**src/rtl/psram_pkg.sv**
```systemverilog
// Shared types and constants for the PSRAM CR0 configuration sequencer.
// The readback states exist only when PSRAM_CFG_READBACK_EN is defined.
package psram_pkg;

`ifdef PSRAM_CFG_READBACK_EN
  typedef enum logic [2:0] {
    PWR_WAIT = 3'd0,
    WR_CR0   = 3'd1,
    RD_CR0   = 3'd2,
    RD_WAIT  = 3'd3,
    DONE     = 3'd4,
    FAIL     = 3'd5
  } state_e;
`else
  typedef enum logic [2:0] {
    PWR_WAIT = 3'd0,
    WR_CR0   = 3'd1,
    DONE     = 3'd4
  } state_e;
`endif

  // CR0 fields, MSB first: deep power-down off, drive strength, reserved,
  // initial latency code, fixed latency, hybrid burst, burst length.
  localparam logic       CR0_DPD_OFF   = 1'b1;
  localparam logic [2:0] CR0_DRIVE     = 3'b000;
  localparam logic [3:0] CR0_RSVD      = 4'hF;
  localparam logic       CR0_FIXED_LAT = 1'b1;
  localparam logic       CR0_HYBRID    = 1'b1;
  localparam logic [1:0] CR0_BURST     = 2'b11;

  localparam logic [47:0] CA_CR0_WR = 48'h6000_0100_0000;
  localparam logic [47:0] CA_CR0_RD = 48'hE000_0100_0000;

  localparam logic [1:0] RETRY_LAST = 2'd2;

  function automatic logic [3:0] lat_to_lc(input int lat);
    logic [3:0] lc;
    case (lat)
      3:       lc = 4'b1110;
      4:       lc = 4'b1111;
      5:       lc = 4'b0000;
      6:       lc = 4'b0001;
      7:       lc = 4'b0010;
      default: lc = 4'b1110;
    endcase
    return lc;
  endfunction

  function automatic logic [15:0] cr0_word(input int lat);
    return {CR0_DPD_OFF, CR0_DRIVE, CR0_RSVD, lat_to_lc(lat),
            CR0_FIXED_LAT, CR0_HYBRID, CR0_BURST};
  endfunction

endpackage

```
**src/rtl/psram_pwrup_timer.sv**
```systemverilog
// Power-up wait: counts CYCLES clocks after reset release; done stays high
// because the counter saturates at its terminal count.
module psram_pwrup_timer #(
  parameter int CYCLES = 7650
) (
  input  logic clk,
  input  logic rst_n,
  output logic done
);

  localparam int W = (CYCLES > 1) ? $clog2(CYCLES) : 1;
  localparam logic [W-1:0] TC = W'(CYCLES - 1);

  logic [W-1:0] cnt_q, cnt_d;

  assign done = (cnt_q == TC);

  always_comb begin
    cnt_d = cnt_q;
    if (!done) cnt_d = cnt_q + W'(1);
  end

  always_ff @(posedge clk or negedge rst_n) begin
    if (!rst_n) cnt_q <= '0;
    else        cnt_q <= cnt_d;
  end

endmodule

```
**src/rtl/psram_cfg_seq.sv**
```systemverilog
// Writes PSRAM CR0 after power-up; PSRAM_CFG_READBACK_EN adds a read-back
// compare with up to three attempts before flagging init_err.
module psram_cfg_seq
  import psram_pkg::*;
#(
  parameter int CLK_MHZ  = 51,
  parameter int PWRUP_US = 150,
  parameter int LATENCY  = 3
) (
  input  logic        clk,
  input  logic        rst_n,
  output logic        cmd_valid,
  input  logic        cmd_ready,
  output logic [47:0] cmd_ca,
  output logic [15:0] cmd_wdata,
  input  logic        rd_valid,
  input  logic [15:0] rd_data,
  output logic        init_done,
  output logic        init_err
);

  if (LATENCY < 3 || LATENCY > 7) begin : g_bad_latency
    $error("psram_cfg_seq: LATENCY must be in 3..7");
  end

  localparam logic [15:0] CR0          = cr0_word(LATENCY);
  localparam int          PWRUP_CYCLES = PWRUP_US * CLK_MHZ;

  state_e      state_q, state_d;
  logic        pwrup_done;
  logic        cmd_acc;
  logic        cmd_valid_q, cmd_valid_d;
  logic [47:0] cmd_ca_q, cmd_ca_d;
  logic [15:0] cmd_wdata_q, cmd_wdata_d;
  logic        init_done_q, init_done_d;

  psram_pwrup_timer #(.CYCLES(PWRUP_CYCLES)) u_pwrup_timer (
    .clk  (clk),
    .rst_n(rst_n),
    .done (pwrup_done)
  );

  assign cmd_acc = cmd_valid_q && cmd_ready;

`ifdef PSRAM_CFG_READBACK_EN
  logic [1:0] retry_q, retry_d;
  logic       init_err_q, init_err_d;
`else
  logic unused_rd;
  assign unused_rd = ^{rd_valid, rd_data};
`endif

  always_ff @(posedge clk or negedge rst_n) begin
    if (!rst_n) begin
      state_q     <= PWR_WAIT;
      cmd_valid_q <= 1'b0;
      cmd_ca_q    <= '0;
      cmd_wdata_q <= '0;
      init_done_q <= 1'b0;
`ifdef PSRAM_CFG_READBACK_EN
      retry_q     <= '0;
      init_err_q  <= 1'b0;
`endif
    end else begin
      state_q     <= state_d;
      cmd_valid_q <= cmd_valid_d;
      cmd_ca_q    <= cmd_ca_d;
      cmd_wdata_q <= cmd_wdata_d;
      init_done_q <= init_done_d;
`ifdef PSRAM_CFG_READBACK_EN
      retry_q     <= retry_d;
      init_err_q  <= init_err_d;
`endif
    end
  end

  always_comb begin
    state_d = state_q;
`ifdef PSRAM_CFG_READBACK_EN
    retry_d = retry_q;
`endif
    case (state_q)
      PWR_WAIT: if (pwrup_done) state_d = WR_CR0;
`ifdef PSRAM_CFG_READBACK_EN
      WR_CR0:   if (cmd_acc) state_d = RD_CR0;
      RD_CR0:   if (cmd_acc) state_d = RD_WAIT;
      RD_WAIT: begin
        if (rd_valid) begin
          if (rd_data == CR0) begin
            state_d = DONE;
          end else begin
            retry_d = retry_q + 2'd1;
            state_d = (retry_q == RETRY_LAST) ? FAIL : WR_CR0;
          end
        end
      end
      FAIL:     state_d = FAIL;
`else
      WR_CR0:   if (cmd_acc) state_d = DONE;
`endif
      DONE:     state_d = DONE;
      default:  state_d = PWR_WAIT;
    endcase
  end

  // Command outputs follow the next state so they are registered yet change
  // in the same cycle as the state, and hold steady while a command waits.
  always_comb begin
    cmd_valid_d = 1'b0;
    cmd_ca_d    = '0;
    cmd_wdata_d = '0;
    case (state_d)
      WR_CR0: begin
        cmd_valid_d = 1'b1;
        cmd_ca_d    = CA_CR0_WR;
        cmd_wdata_d = CR0;
      end
`ifdef PSRAM_CFG_READBACK_EN
      RD_CR0: begin
        cmd_valid_d = 1'b1;
        cmd_ca_d    = CA_CR0_RD;
      end
`endif
      default: ;
    endcase
    init_done_d = (state_q == DONE);
`ifdef PSRAM_CFG_READBACK_EN
    init_err_d  = (state_q == FAIL);
`endif
  end

  assign cmd_valid = cmd_valid_q;
  assign cmd_ca    = cmd_ca_q;
  assign cmd_wdata = cmd_wdata_q;
  assign init_done = init_done_q;
`ifdef PSRAM_CFG_READBACK_EN
  assign init_err  = init_err_q;
`else
  assign init_err  = 1'b0;
`endif

endmodule

```
**config.mk**
```make
export PLATFORM = sky130hd
export DESIGN_NAME = psram_cfg_seq
export DESIGN_NICKNAME = d
export VERILOG_FILES = /design/src/rtl/psram_pkg.sv /design/src/rtl/psram_pwrup_timer.sv /design/src/rtl/psram_cfg_seq.sv
export SDC_FILE = /design/constraint.sdc
export NUM_CORES = 1
export LEC_CHECK = 0
export BUFFER_PORTS_ARGS = -buffer_cell sky130_fd_sc_hd__buf_2
export CAP_MARGIN = 20
export CELL_PAD_IN_SITES_DETAIL_PLACEMENT = 0
export CELL_PAD_IN_SITES_GLOBAL_PLACEMENT = 2
export CORE_MARGIN = 2
export CORE_UTILIZATION = 23
export CTS_BUF_LIST = sky130_fd_sc_hd__clkbuf_4
export CTS_CLUSTER_DIAMETER = 30
export DETAILED_ROUTE_END_ITERATION = 7
export PLACE_DENSITY = 0.91
export SLEW_MARGIN = 15
export SYNTH_ARGS = -nofsm -noshare
export SYNTH_HDL_FRONTEND = slang
export SYNTH_SLANG_ARGS = --single-unit
```
**constraint.sdc**
```tcl
create_clock -name clk -period 2 [get_ports clk]
set_input_delay 0.3 -clock clk [delete_from_list [all_inputs] [get_ports clk]]
set_output_delay 0.3 -clock clk [all_outputs]
set_load 0.1 [all_outputs]
```
* Word level (Yosys, flattened, before mapping)
Index checks and enable logic that the tools add are counted. W data, S select, Z words.
Word-level totals: register bits 82, output and inout port bits 67
Operators by class: $add $sub $neg 1, equality and inequality tests 4, muxes and demuxes 6, reduce and logical (&&, ||, !) cells 2
Operator list (number):
- $mux W47 | 1
- $mux W16 | 1
- $add A13 B1 Y13 const B | 1
- $eq A13 B13 Y1 const B | 1
- $pmux W3 S3 | 1
- $eq A3 B1 Y1 const B | 2
- $mux W3 | 2
- $eq A3 B3 Y1 const B | 1
- $logic_not A3 Y1 | 1
- $logic_and A1 B1 Y1 | 1
- $mux W1 | 1

* Longest topological paths before layout
depth in word-level cells 5, mapped depth 5, gate-level depth less buffers 5

* Hierarchy
A second synthesis with hierarchy kept.
Unflattened totals: cells, all modules 132, area, all modules 1291.2 um^2
Modules (own cells, without submodules):
- psram_cfg_seq | instances 1, cells each 79, area an instance 665.6 um^2
- psram_pwrup_timer | instances 1, cells each 53, area an instance 625.6 um^2

* Worst setup path before layout
OpenSTA, ideal clock, no wires.
kind register to output, start point register cmd_ca[45] (netlist name), end point output port cmd_ca[24], arrival 1.588 ns, slack 0.112 ns, stages on the path, launching flop included 2, buffers on the path 1, path through dfrtp_1 buf_4
RTL lines:
- end, declared | RTL line psram_cfg_seq.sv:14 | output logic [47:0] cmd_ca,

* Final worst setup path
start point register u_pwrup_timer.cnt_q[1], end point register u_pwrup_timer.cnt_q[1]
On the way: word-level cells in the longest chain between the ends 1, elaborated cells between the ends (all ways) 2, those cells by class add/sub (1); eq/ne (1)
RTL lines:
- start, declared | RTL line psram_pwrup_timer.sv:14 | logic [W-1:0] cnt_q, cnt_d;
- start signal, assigned | RTL line psram_pwrup_timer.sv:25 | else cnt_q <= cnt_d;
- $add A13 B1 Y13 / $eq A13 B13 Y1 (equally long branches) | RTL line psram_pwrup_timer.sv:20, psram_pwrup_timer.sv:16
Several ways; a longest one is shown, not always the timed one. A chain may end at the register's enable or synchronous reset.

==> run_results.csv <==
group,metric,value,unit
final_layout,drive_gt1_frac,0.182,
detailed_routing,top_layer,"met3",
detailed_routing,wl_per_cell,7.35,µm
logic_synthesis,syn_area,0.00129,mm²
detailed_routing,drtIter0Drc,18,
detailed_routing,first_pass_iters,2,
detailed_routing,wl,1540,µm
logic_synthesis,ys_seq_area_frac,0.349,
grt,grt_usage,0.0504,
clock_tree,clock_path_buffers,2,
detailed_routing,vias,673,
critical_path,crit_required,2200,ps
place,dp.cells,205,
critical_path,r2r_start,"u_pwrup_timer.cnt_q[1]",
detailed_routing,drc,0,
detailed_routing,wl_met3,140,µm
sta,timing.fmax,552,MHz
clock_tree,cts_buffers,3,
clock_tree,h-tree-depth,1,
grt,antenna_found_initial,0,
power,power_density,785,mW/mm²
sta,setup_viol,0,
detailed_routing,wl_met2,704,µm
final_layout,syn2layout_area_growth,-6.40,%
logic_synthesis,yosysWarnings,0,
logic_synthesis,synth_area_per_cell,10.0,µm²
outcome,status,"finished, final reports clean",
place,finalWeightedCongestion,0.722,
grt,grt_max_degree,19,
sta,skew,0.549,ps
power,combinationalPowerShare,0.441,
power,ir_drop,0.188,mV
clock_tree,cts_sinks,18,
power,p_leak,0.617,nW
power,power.switching,511,µW
critical_path,cp.arrival,2010,ps
power,sw_frac_of_total,0.539,
sta,hold_ws,313,ps
floorplan,dieHeight,78.9,µm
critical_path,cp-end-kind,"register",
place,placed_cell_area,0.00118,mm²
logic_synthesis,ys_ff_latch,18,
critical_path,worstSetupPathType,"register to register",
detailed_routing,vias_per_cell,3.22,
logic_synthesis,yosysUniqueCellTypes,22,
clock_tree,post-cts-setup-buffer-count,0,
final_layout,fill_cells,620,
detailed_routing,drtAntennaViolNets,0,
final_layout,diodes,0,
floorplan,die_w,78.9,µm
place,post-dp-hpwl,1190,µm
sta,final-hold-violation-count,0,
critical_path,startpoint,"u_pwrup_timer.cnt_q[1]",
final_layout,fin_cells,209,
grt,grt_pass1_wl,2480,µm
min_path,min_from,"cmd_ready",
detailed_routing,met1Wirelength,691,µm
floorplan,num_rows,27,
floorplan,core_region_area,0.00547,mm²
floorplan,start_util,0.236,
power,seqPwrFrac,0.385,
clock_tree,clkLatencyLatePin,280,ps
clock_tree,clock-root-buffer,"clkbuf_4",
power,clkPwrFrac,0.174,
sta,final.period_utilization,0.905,
flow_run,max_cap_viol_count,0,
floorplan,dieArea,0.00623,mm²
logic_synthesis,syn_inst,129,
place,portBuffers,19,
grt,grt_pass1_vias,527,
min_path,min_path_type,"input pin to register",
critical_path,critPathMaxFanout,4,
sta,fin_crit,1810,ps
grt,grt.overflow.total,0,
floorplan,ios,87,
sta,rsz0062_at_grt,"false",
sta,finalSetupTns,0,ps
clock_tree,tritoncts,"done",
power,p_int,438,µW
sta,slew_viol_final,0,
final_layout,fin_area,0.00121,mm²
final_layout,fin_nets,161,
critical_path,start_kind,"register",
clock_tree,clk_pin_slew,90,ps
cell usage in the layout (no fill, tap or decap), drive strengths merged:
master and count:
conb 51, buf 19, dfrtp 18, xnor2 11, nand4 5, nand3 4
nand2 3, clkbuf 3, and4 3, nand2b 2, o21a 2, inv 2
and2 2, mux2i 2, ha 2, or4b 1, nor4 1, a311oi 1
nor2 1, nand4b 1, a21oi 1, o41ai 1, dlygate4sd3 1
layout make-up:
class / instances / area [µm²] / area share
multi-input cells: 94 / 533 / 0.441
clock buffers: 3 / 22.5 / 0.0186
flip-flops and latches: 18 / 450 / 0.373
well taps: 72 / 90.1 / 0.0745
repair buffers: 20 / 105 / 0.0870
inverters: 2 / 7.51 / 0.00621
registers in the layout (all words and copies together) (netlist names):
signal,flops
init_done,1
state_q,3
cmd_ca,1
u_pwrup_timer.cnt_q,13
repair_timing:
item	CTS	global route
hold buffers	1	0
gates resized for setup	0	0
hold endpoints to repair	18	0
logic make-up (layout without fill, tap and decap cells):
kind of cell,Yosys count,after routing,share of synthesized area
buffers and inverters,67,25,0.384
AOI/OAI and AO/OA,5,5,0.0291
other,1,51,0.00290
muxes,2,2,0.0155
adders and majority gates,2,2,0.0194
DFF,18,18,0.349
and+or+nand+nor,23,23,0.126
xor gates and xnor gates,11,11,0.0746
worst max-delay path, stage by stage, from the launching register on:
cell and delay (ps):
dfrtp_1 420, inv_1 90, ha_1 140, or4b_4 480, nor4_4 380, mux2i_1 240
worst paths after layout:
path | endpoint | slack, ps | depth (start not counted)
max | u_pwrup_timer.cnt_q[1] | 190 | 5
max reg2reg | u_pwrup_timer.cnt_q[1] | 190 | 5
max in group asynchronous | u_pwrup_timer.cnt_q[6] | 1260 | 2
min | state_q[2] | 310 | 3
min reg2reg | state_q[2] | 470 | 1
min in group asynchronous | state_q[2] | 470 | 2
power by group through the flow:
| stage | logic (mW) | clock network [mW] | registers [mW] |
|---|---|---|---|
| after global placement | 0.415 | 0 | 0.373 |
| after global routing | 0.425 | 0.190 | 0.366 |
| final | 0.418 | 0.165 | 0.365 |
| after detailed placement | 0.416 | 0 | 0.373 |
| after floorplan | 0.483 | 0 | 0.373 |
| after CTS | 0.417 | 0.177 | 0.366 |
synthesized netlist by cell type:
| cell type | number | area, µm² |
|---|---|---|
| nand2b_1 | 2 | 12.5 |
| a311oi_1 | 1 | 8.76 |
| conb_1 | 1 | 3.75 |
| and2_1 | 2 | 12.5 |
| and4_1 | 2 | 17.5 |
| inv_1 | 2 | 7.51 |
| nand4_1 | 5 | 31.3 |
| nand3_1 | 4 | 20.0 |
| xnor2_1 | 11 | 96.3 |
| nand4b_1 | 1 | 8.76 |
| nor4_4 | 1 | 21.3 |
| and4_2 | 1 | 10.0 |
| o41ai_1 | 1 | 8.76 |
| o21a_1 | 2 | 15.0 |
| buf_4 | 65 | 488 |
| or4b_4 | 1 | 13.8 |
| mux2i_1 | 2 | 20.0 |
| dfrtp_1 | 18 | 450 |
| ha_1 | 2 | 25.0 |
| nand2_1 | 3 | 11.3 |
| nor2_1 | 1 | 3.75 |
| a21oi_1 | 1 | 5.00 |
layer usage:
| layer | GRT usage | up-vias |
|---|---|---|
| li1 | - | 331 |
| met3 | 0.00682 | 0 |
| met5 | 0 | - |
| met4 | 0.0362 | 0 |
| met1 | 0.0638 | 302 |
| met2 | 0.0786 | 40 |
stage by stage:
stage | utilization | total power [mW] | worst slack (ps)
after floorplan | - | 0.856 | 112
after global placement | 0.215 | 0.788 | 266
after detailed placement | 0.215 | 0.788 | 165
after CTS | 0.221 | 0.960 | 144
after global routing | 0.221 | 0.980 | 12.1
final | 0.221 | 0.949 | 190
Power figures use the tool's default switching activity.
